File: src/rtl/serial_add_ctrl.sv
// serial_add_ctrl: bit-serial adder computing {Cout,Sum} = A + B + Cin, one bit per cycle, LSB first.
// Latency: start accepted in cycle N -> done pulse in cycle N+WIDTH+1; minimum issue interval WIDTH+2.
// Backpressure: start_ready is high only in IDLE; start_valid seen in RUN or DONE is ignored.
module serial_add_ctrl #(
  parameter int WIDTH = 8
) (
  input  logic             clk,
  input  logic             rst,
  input  logic             start_valid,
  output logic             start_ready,
  input  logic [WIDTH-1:0] A,
  input  logic [WIDTH-1:0] B,
  input  logic             Cin,
  output logic [WIDTH-1:0] Sum,
  output logic             Cout,
  output logic             busy,
  output logic             done
);

  // Counter only has to reach WIDTH-1; keep at least one bit for WIDTH=1.
  localparam int            CW   = (WIDTH > 1) ? $clog2(WIDTH) : 1;
  localparam logic [CW-1:0] LAST = CW'(WIDTH - 1);

  typedef enum logic [1:0] {
    IDLE = 2'd0,
    RUN  = 2'd1,
    DONE = 2'd2
  } state_t;

  state_t           state_q;
  logic [WIDTH-1:0] a_q;
  logic [WIDTH-1:0] b_q;
  logic [WIDTH-1:0] res_q;
  logic [WIDTH-1:0] sum_q;
  logic [CW-1:0]    cnt_q;
  logic             carry_q;
  logic             cout_q;
  logic             busy_q;
  logic             done_q;

  // Full-add slice built from two half-add cells.
  logic             s1;
  logic             c1;
  logic             c2;
  logic             bit_d;
  logic             carry_d;
  logic [WIDTH-1:0] res_d;

  assign s1      = a_q[0] ^ b_q[0];
  assign c1      = a_q[0] & b_q[0];
  assign bit_d   = s1 ^ carry_q;
  assign c2      = s1 & carry_q;
  assign carry_d = c1 | c2;

  // New bit enters at the MSB; the oldest bit falls off the bottom.
  assign res_d   = WIDTH'({bit_d, res_q} >> 1);

  // Ready is suppressed while reset is held so nothing is accepted during reset.
  assign start_ready = (state_q == IDLE) && !rst;
  assign Sum         = sum_q;
  assign Cout        = cout_q;
  assign busy        = busy_q;
  assign done        = done_q;

  // Control FSM plus datapath: capture on accept, shift per RUN cycle, publish result on RUN->DONE.
  always_ff @(posedge clk or posedge rst) begin
    if (rst) begin
      state_q <= IDLE;
      a_q     <= '0;
      b_q     <= '0;
      res_q   <= '0;
      sum_q   <= '0;
      cnt_q   <= '0;
      carry_q <= 1'b0;
      cout_q  <= 1'b0;
      busy_q  <= 1'b0;
      done_q  <= 1'b0;
    end else begin
      done_q <= 1'b0;
      case (state_q)
        IDLE: begin
          if (start_valid) begin
            a_q     <= A;
            b_q     <= B;
            carry_q <= Cin;
            res_q   <= '0;
            cnt_q   <= '0;
            busy_q  <= 1'b1;
            state_q <= RUN;
          end
        end
        RUN: begin
          a_q     <= a_q >> 1;
          b_q     <= b_q >> 1;
          carry_q <= carry_d;
          res_q   <= res_d;
          cnt_q   <= cnt_q + CW'(1);
          if (cnt_q == LAST) begin
            sum_q   <= res_d;
            cout_q  <= carry_d;
            busy_q  <= 1'b0;
            done_q  <= 1'b1;
            state_q <= DONE;
          end
        end
        DONE: begin
          state_q <= IDLE;
        end
        default: begin
          busy_q  <= 1'b0;
          state_q <= IDLE;
        end
      endcase
    end
  end

endmodule
File: config.mk
export PLATFORM = sky130hd
export DESIGN_NAME = serial_add_ctrl
export DESIGN_NICKNAME = d
export VERILOG_FILES = /design/src/rtl/serial_add_ctrl.sv
export SDC_FILE = /design/constraint.sdc
export NUM_CORES = 1
export LEC_CHECK = 0
export BUFFER_PORTS_ARGS = -buffer_cell sky130_fd_sc_hd__buf_2
export CORE_MARGIN = 4
export CORE_UTILIZATION = 50
export CTS_BUF_LIST = sky130_fd_sc_hd__clkbuf_8
export CTS_CLUSTER_DIAMETER = 60
export DETAILED_ROUTE_END_ITERATION = 12
export GPL_TIMING_DRIVEN = 1
export HOLD_SLACK_MARGIN = 0.06
export PLACE_DENSITY = 0.72
export SLEW_MARGIN = 20
export SYNTH_ARGS = -nofsm -noshare
export SYNTH_HDL_FRONTEND = slang
export SYNTH_SLANG_ARGS = --single-unit
File: constraint.sdc
create_clock -name clk -period 3.3 [get_ports clk]
set_input_delay 0.495 -clock clk [delete_from_list [all_inputs] [get_ports clk]]
set_output_delay 0.495 -clock clk [all_outputs]
set_load 0.005 [all_outputs]
## Word level (Yosys, flattened, before mapping)

Cells that the tools add are included.

| word-level totals | value |
|---|---|
| bits in registers | 41 |
| input port bits | 20 |
| output and inout bits | 12 |
| logic and storage cells | 48 |

| operators by class | value |
|---|---|
| $add $sub $neg | 1 |
| equality and inequality tests | 5 |
| multiplexer cells | 18 |
| bitwise operators | 6 |
| reduce and logical (&&, ||, !) cells | 8 |

Operator list:

| cell | count |
|---|---|
| $pmux W8 S2 | 3 |
| $mux W8 | 3 |
| $pmux W3 S2 | 1 |
| $reduce_and A2 Y1 | 3 |
| $mux W1 | 5 |
| $mux W2 | 2 |
| $ne A2 B2 Y1 const B | 2 |
| $pmux W2 S2 | 1 |
| $add A3 B1 Y3 const B | 1 |
| $eq A3 B3 Y1 const B | 1 |
| $mux W3 | 1 |
| $pmux W1 S3 | 1 |
| $reduce_and A3 Y1 | 1 |
| $and A1 B1 Y1 | 2 |
| $eq A2 B1 Y1 const B | 1 |
| $eq A2 B2 Y1 const B | 1 |
| $logic_not A2 Y1 | 1 |
| $pmux W1 S2 | 1 |
| $reduce_bool A2 Y1 | 1 |
| $xor A1 B1 Y1 | 2 |
| $logic_and A1 B1 Y1 | 1 |
| $logic_not A1 Y1 | 1 |
| $not A1 Y1 | 1 |
| $or A1 B1 Y1 | 1 |

## Logic depth before layout (Yosys ltp)

| depth | value |
|---|---|
| depth after elaboration | 4 |
| mapped depth | 5 |
| gate-level depth less buffers | 4 |

## Worst setup path before layout

No wires, ideal clock.

| path | value |
|---|---|
| kind | reg-to-reg |
| start point | register cnt_q[0] |
| end point | register cout_q (netlist: Cout) |
| arrival time | 1.378 ns |
| data required time | 3.175 ns |
| setup slack | 1.797 ns |
| stages on the path, launching flop included | 6 |
| buffers on the path | 1 |
| cells stage by stage | dfrtp_1 ha_1 ha_1 nand3b_1 buf_2 mux2_2 |

| between the ends | value |
|---|---|
| cells in the longest elaborated chain, start to end | 2 |

RTL lines:

| what | RTL line | source |
|---|---|---|
| start: declaration | 35 | `logic [CW-1:0] cnt_q;` |
| start signal: assignment | 97 | `cnt_q <= cnt_q + CW'(1);` |
| $eq A3 B3 Y1 | 98 | `if (cnt_q == LAST) begin` |
| $reduce_and A2 Y1 (no line) | -- |  |
| end signal: assignment | 100 | `cout_q <= carry_d;` |
| end: declaration | 37 | `logic cout_q;` |

No other way between the ends.
A chain may end at the register's enable or synchronous reset.

## Worst setup path in the final report

| path | value |
|---|---|
| start point | register state_q[1] |
| end point | output port start_ready |

| between the ends | value |
|---|---|
| cells in the longest elaborated chain, start to end | 2 |

RTL lines:

| what | RTL line | source |
|---|---|---|
| start: declaration | 30 | `state_t state_q;` |
| start signal: assignment | 68 | `state_q <= IDLE;` |
| start signal: assignment | 89 | `state_q <= RUN;` |
| start signal: assignment | 103 | `state_q <= DONE;` |
| $logic_not A2 Y1 | 59 | `assign start_ready = (state_q == IDLE) && !rst;` |
| $logic_and A1 B1 Y1 | 59 |  |
| end: declaration | 10 | `output logic start_ready,` |

No other way between the ends.

==> flow_summary.json <==
{
  "period_minus_slack_ps": 1948,
  "worst_slack_ps": 1352,
  "worstPathMaxFanout": 25,
  "grt_max_degree": 41,
  "antenna_found_initial": 0,
  "combPwrFrac": 0.362,
  "total_power_mw": 1.830,
  "syn-num-nets": 176,
  "cp.required_ps": 2800,
  "post-route-period-util": 0.5905,
  "cts_tree": "yes",
  "postRouteAntennaNets": 0,
  "layout-drive-gt1-share": 0.2928,
  "dpl_cell_area_sq_mm": 0.001989,
  "cts_root_buf": "clkbuf_8",
  "path_clk_slew_ps": 70,
  "worstSetupPathType": "flop to output pin",
  "p_sw_mw": 0.6120,
  "worstPathCellList": "buf_4 -> nor3_1 -> buf_2",
  "core_area_sq_mm": 0.003442,
  "ys_types": 29,
  "finalMaxSlewViolations": 0,
  "hold_viol": 0,
  "syn_area_sq_mm": 0.001844,
  "yosysWarnings": 0,
  "relSlewSlack": 0.5171,
  "gp_routability_congestion": 0.7088,
  "clock_latency_ps": 290,
  "antennaDiodeCount": 0,
  "critPathMaxStageDelay_ps": 590,
  "synthSimpleGateAreaFrac": 0.1459,
  "wl_um": 3298,
  "slowest_stage": "dfrtp_1",
  "grt_pass1_wl_um": 5747,
  "fmax_ghz": 0.5132,
  "cellLeakagePower_nw": 0.9807,
  "cts-resized-gates": 0,
  "final_area_sq_mm": 0.002082,
  "die_w_um": 68.74,
  "p_clk_frac": 0.178,
  "ctsLongestPathBuffers": 2,
  "ys_seq_area_frac": 0.5427,
  "power_density_mw_per_mm2": 878.8,
  "htree_levels": 2,
  "grt-ovfl-total": 0,
  "multi_input_area_sq_um": 681.9,
  "layout_commonest_cell": "dfrtp_1",
  "wl_per_cell_um": 14.53,
  "first_pass_iters": 4,
  "dieHeight_um": 68.74,
  "end_kind": "output pin",
  "min-delay-path-class": "input pin to asynchronous set/reset pin",
  "synth_xor_area_frac": 0,
  "synth_area_leaders": "dfrtp_1 54%, nor4b_1 6.6%, mux2_2 6.1%, a22o_1 4.3%, a211oi_1 4.1%",
  "route.vias.total": 1260,
  "seq_power_share": 0.460,
  "rsz0062_at_grt": "no",
  "port_buffers": 31,
  "grt_pass1_vias": 1315,
  "drv_cap": 0,
  "setup_viol": 0,
  "muxShareOfSynthArea": 0.06106,
  "placementRows": 21,
  "nets": 203,
  "vdd_drop_max_uv": 351.4,
  "vias_per_cell": 5.551,
  "fp.dieArea_sq_mm": 0.004725,
  "ys_ff_latch": 40,
  "netlist.area_leader.share": 0.5427,
  "internal_power_mw": 1.218,
  "dp.final_hpwl_um": 2223,
  "yosys.area.top_type": "dfrtp_1",
  "initial_core_util": 0.5358,
  "synth-compound-area-share": 0.1384,
  "syn2layout_area_growth_pct": 12.89,
  "drt_iter0_drc": 99,
  "gr-usage-all-layers": 0.1629,
  "reg2regPathDepth": 4,
  "cts.sinks": 40,
  "drc": 0,
  "layout_common_cells": "40 x dfrtp_1, 31 x buf_2, 19 x inv_1",
  "cts_buffers": 5,
  "setup_tns_ps": 0,
  "hold_buffers": 0,
  "crit_arrival_ps": 1450,
  "outcome": "completed",
  "dp_worst_setup_slack_ps": 1573,
  "synth_fa_ha_area_frac": 0.02442,
  "swShare": 0.3345,
  "start_kind": "flop",
  "ioPinCount": 32,
  "seq_area_sq_mm": 0.001001,
  "fin_skew_ps": 6.380,
  "tightest_slew_ps": 722.9,
  "synth_top_family_by_area": "simple AND/OR/NAND/NOR gates",
  "syn_area_per_cell_sq_um": 12.05,
  "post_cts_buffers": 0,
  "synth_cells": 153,
  "fillers": 288
}
==> critical path: cells and delay by family (launching register included) <==
family                 cells  cell delay, ps
AND/OR/NAND/NOR            1              90
flip-flops                 1             590
buffers and inverters      2             490
==> power groups by stage <==
stage | combinational, mW | clock (mW) | sequential [mW]
CTS | 0.674 | 0.334 | 0.844
detailed placement | 0.668 | 0 | 0.853
floorplan | 0.538 | 0 | 0.820
finish | 0.662 | 0.326 | 0.841
global route | 0.758 | 0.359 | 0.872
global placement | 0.645 | 0 | 0.836
==> flip-flops by register name, indices dropped and copies added (netlist names) <==
name,cells
Cout,1
Sum,8
a_q,8
b_q,8
busy,1
carry_q,1
cnt_q,3
done,1
res_q,7
state_q,2
==> synthesized netlist by cell type <==
library cell / n
o21bai_4: 1
nor2_1: 5
o311ai_0: 1
nand4bb_1: 1
a211oi_1: 10
nor3b_1: 10
dfrtp_1: 40
nand3b_1: 1
a222oi_1: 1
clkbuf_1: 3
buf_6: 3
nor2b_1: 2
fa_1: 1
nor3_1: 1
mux2_2: 10
inv_1: 19
buf_2: 5
o2bb2ai_1: 1
a32o_1: 1
buf_4: 2
o21ai_0: 1
nand2_1: 1
ha_1: 2
a22o_1: 9
a21oi_1: 1
clkbuf_2: 1
nand2b_1: 2
nor4b_1: 14
a221oi_1: 4
==> cell families after synthesis <==
kind of cell,after synthesis
compound gates,30
fa+ha+maj,3
buf+inv,33
flops,40
mux,10
simple gates,37
==> metal layers <==
metal  up-vias  wire length [um]  GRT usage
li1        605                 -          -
met1       630              1526     0.2074
met5         -                 0          0
met4         0                25    0.02920
met3         2               158    0.05997
met2        23              1587     0.2694
==> final timing paths <==
check | start | endpoint | slack (ps)
worst max-delay path | state_q[1]$_DFFE_PP0P_ | start_ready | 1350
worst min-delay path | rst | b_q[0]$_DFFE_PP0P_ | 330
worst max register to register | cnt_q[0]$_DFFE_PP0P_ | Sum[0]$_DFFE_PP0P_ | 1580
worst min register to register | Sum[4]$_DFFE_PP0P_ | Sum[4]$_DFFE_PP0P_ | 500
max in group asynchronous | rst | Sum[1]$_DFFE_PP0P_ | 2630
min in group clk | B[7] | b_q[7]$_DFFE_PP0P_ | 470
==> metrics by stage <==
stage,cells,hold WS [ps],util
5_1_grt,227,371.0,0.6049
6_report,227,335.0,0.6049
2_1_floorplan,153,462.0,-
3_3_place_gp,219,478.6,0.5780
4_1_cts,227,353.5,0.6049
3_5_place_dp,219,490.2,0.5780
==> final cells by class <==
cell class	instances	area share
well taps	46	0.02764
multi-input cells	80	0.3275
flip-flops and latches	40	0.4808
clock buffers	6	0.03966
clock inverters	2	0.004808
inverters	19	0.03425
repair buffers	34	0.08534
(Power assumes the default switching activity.)
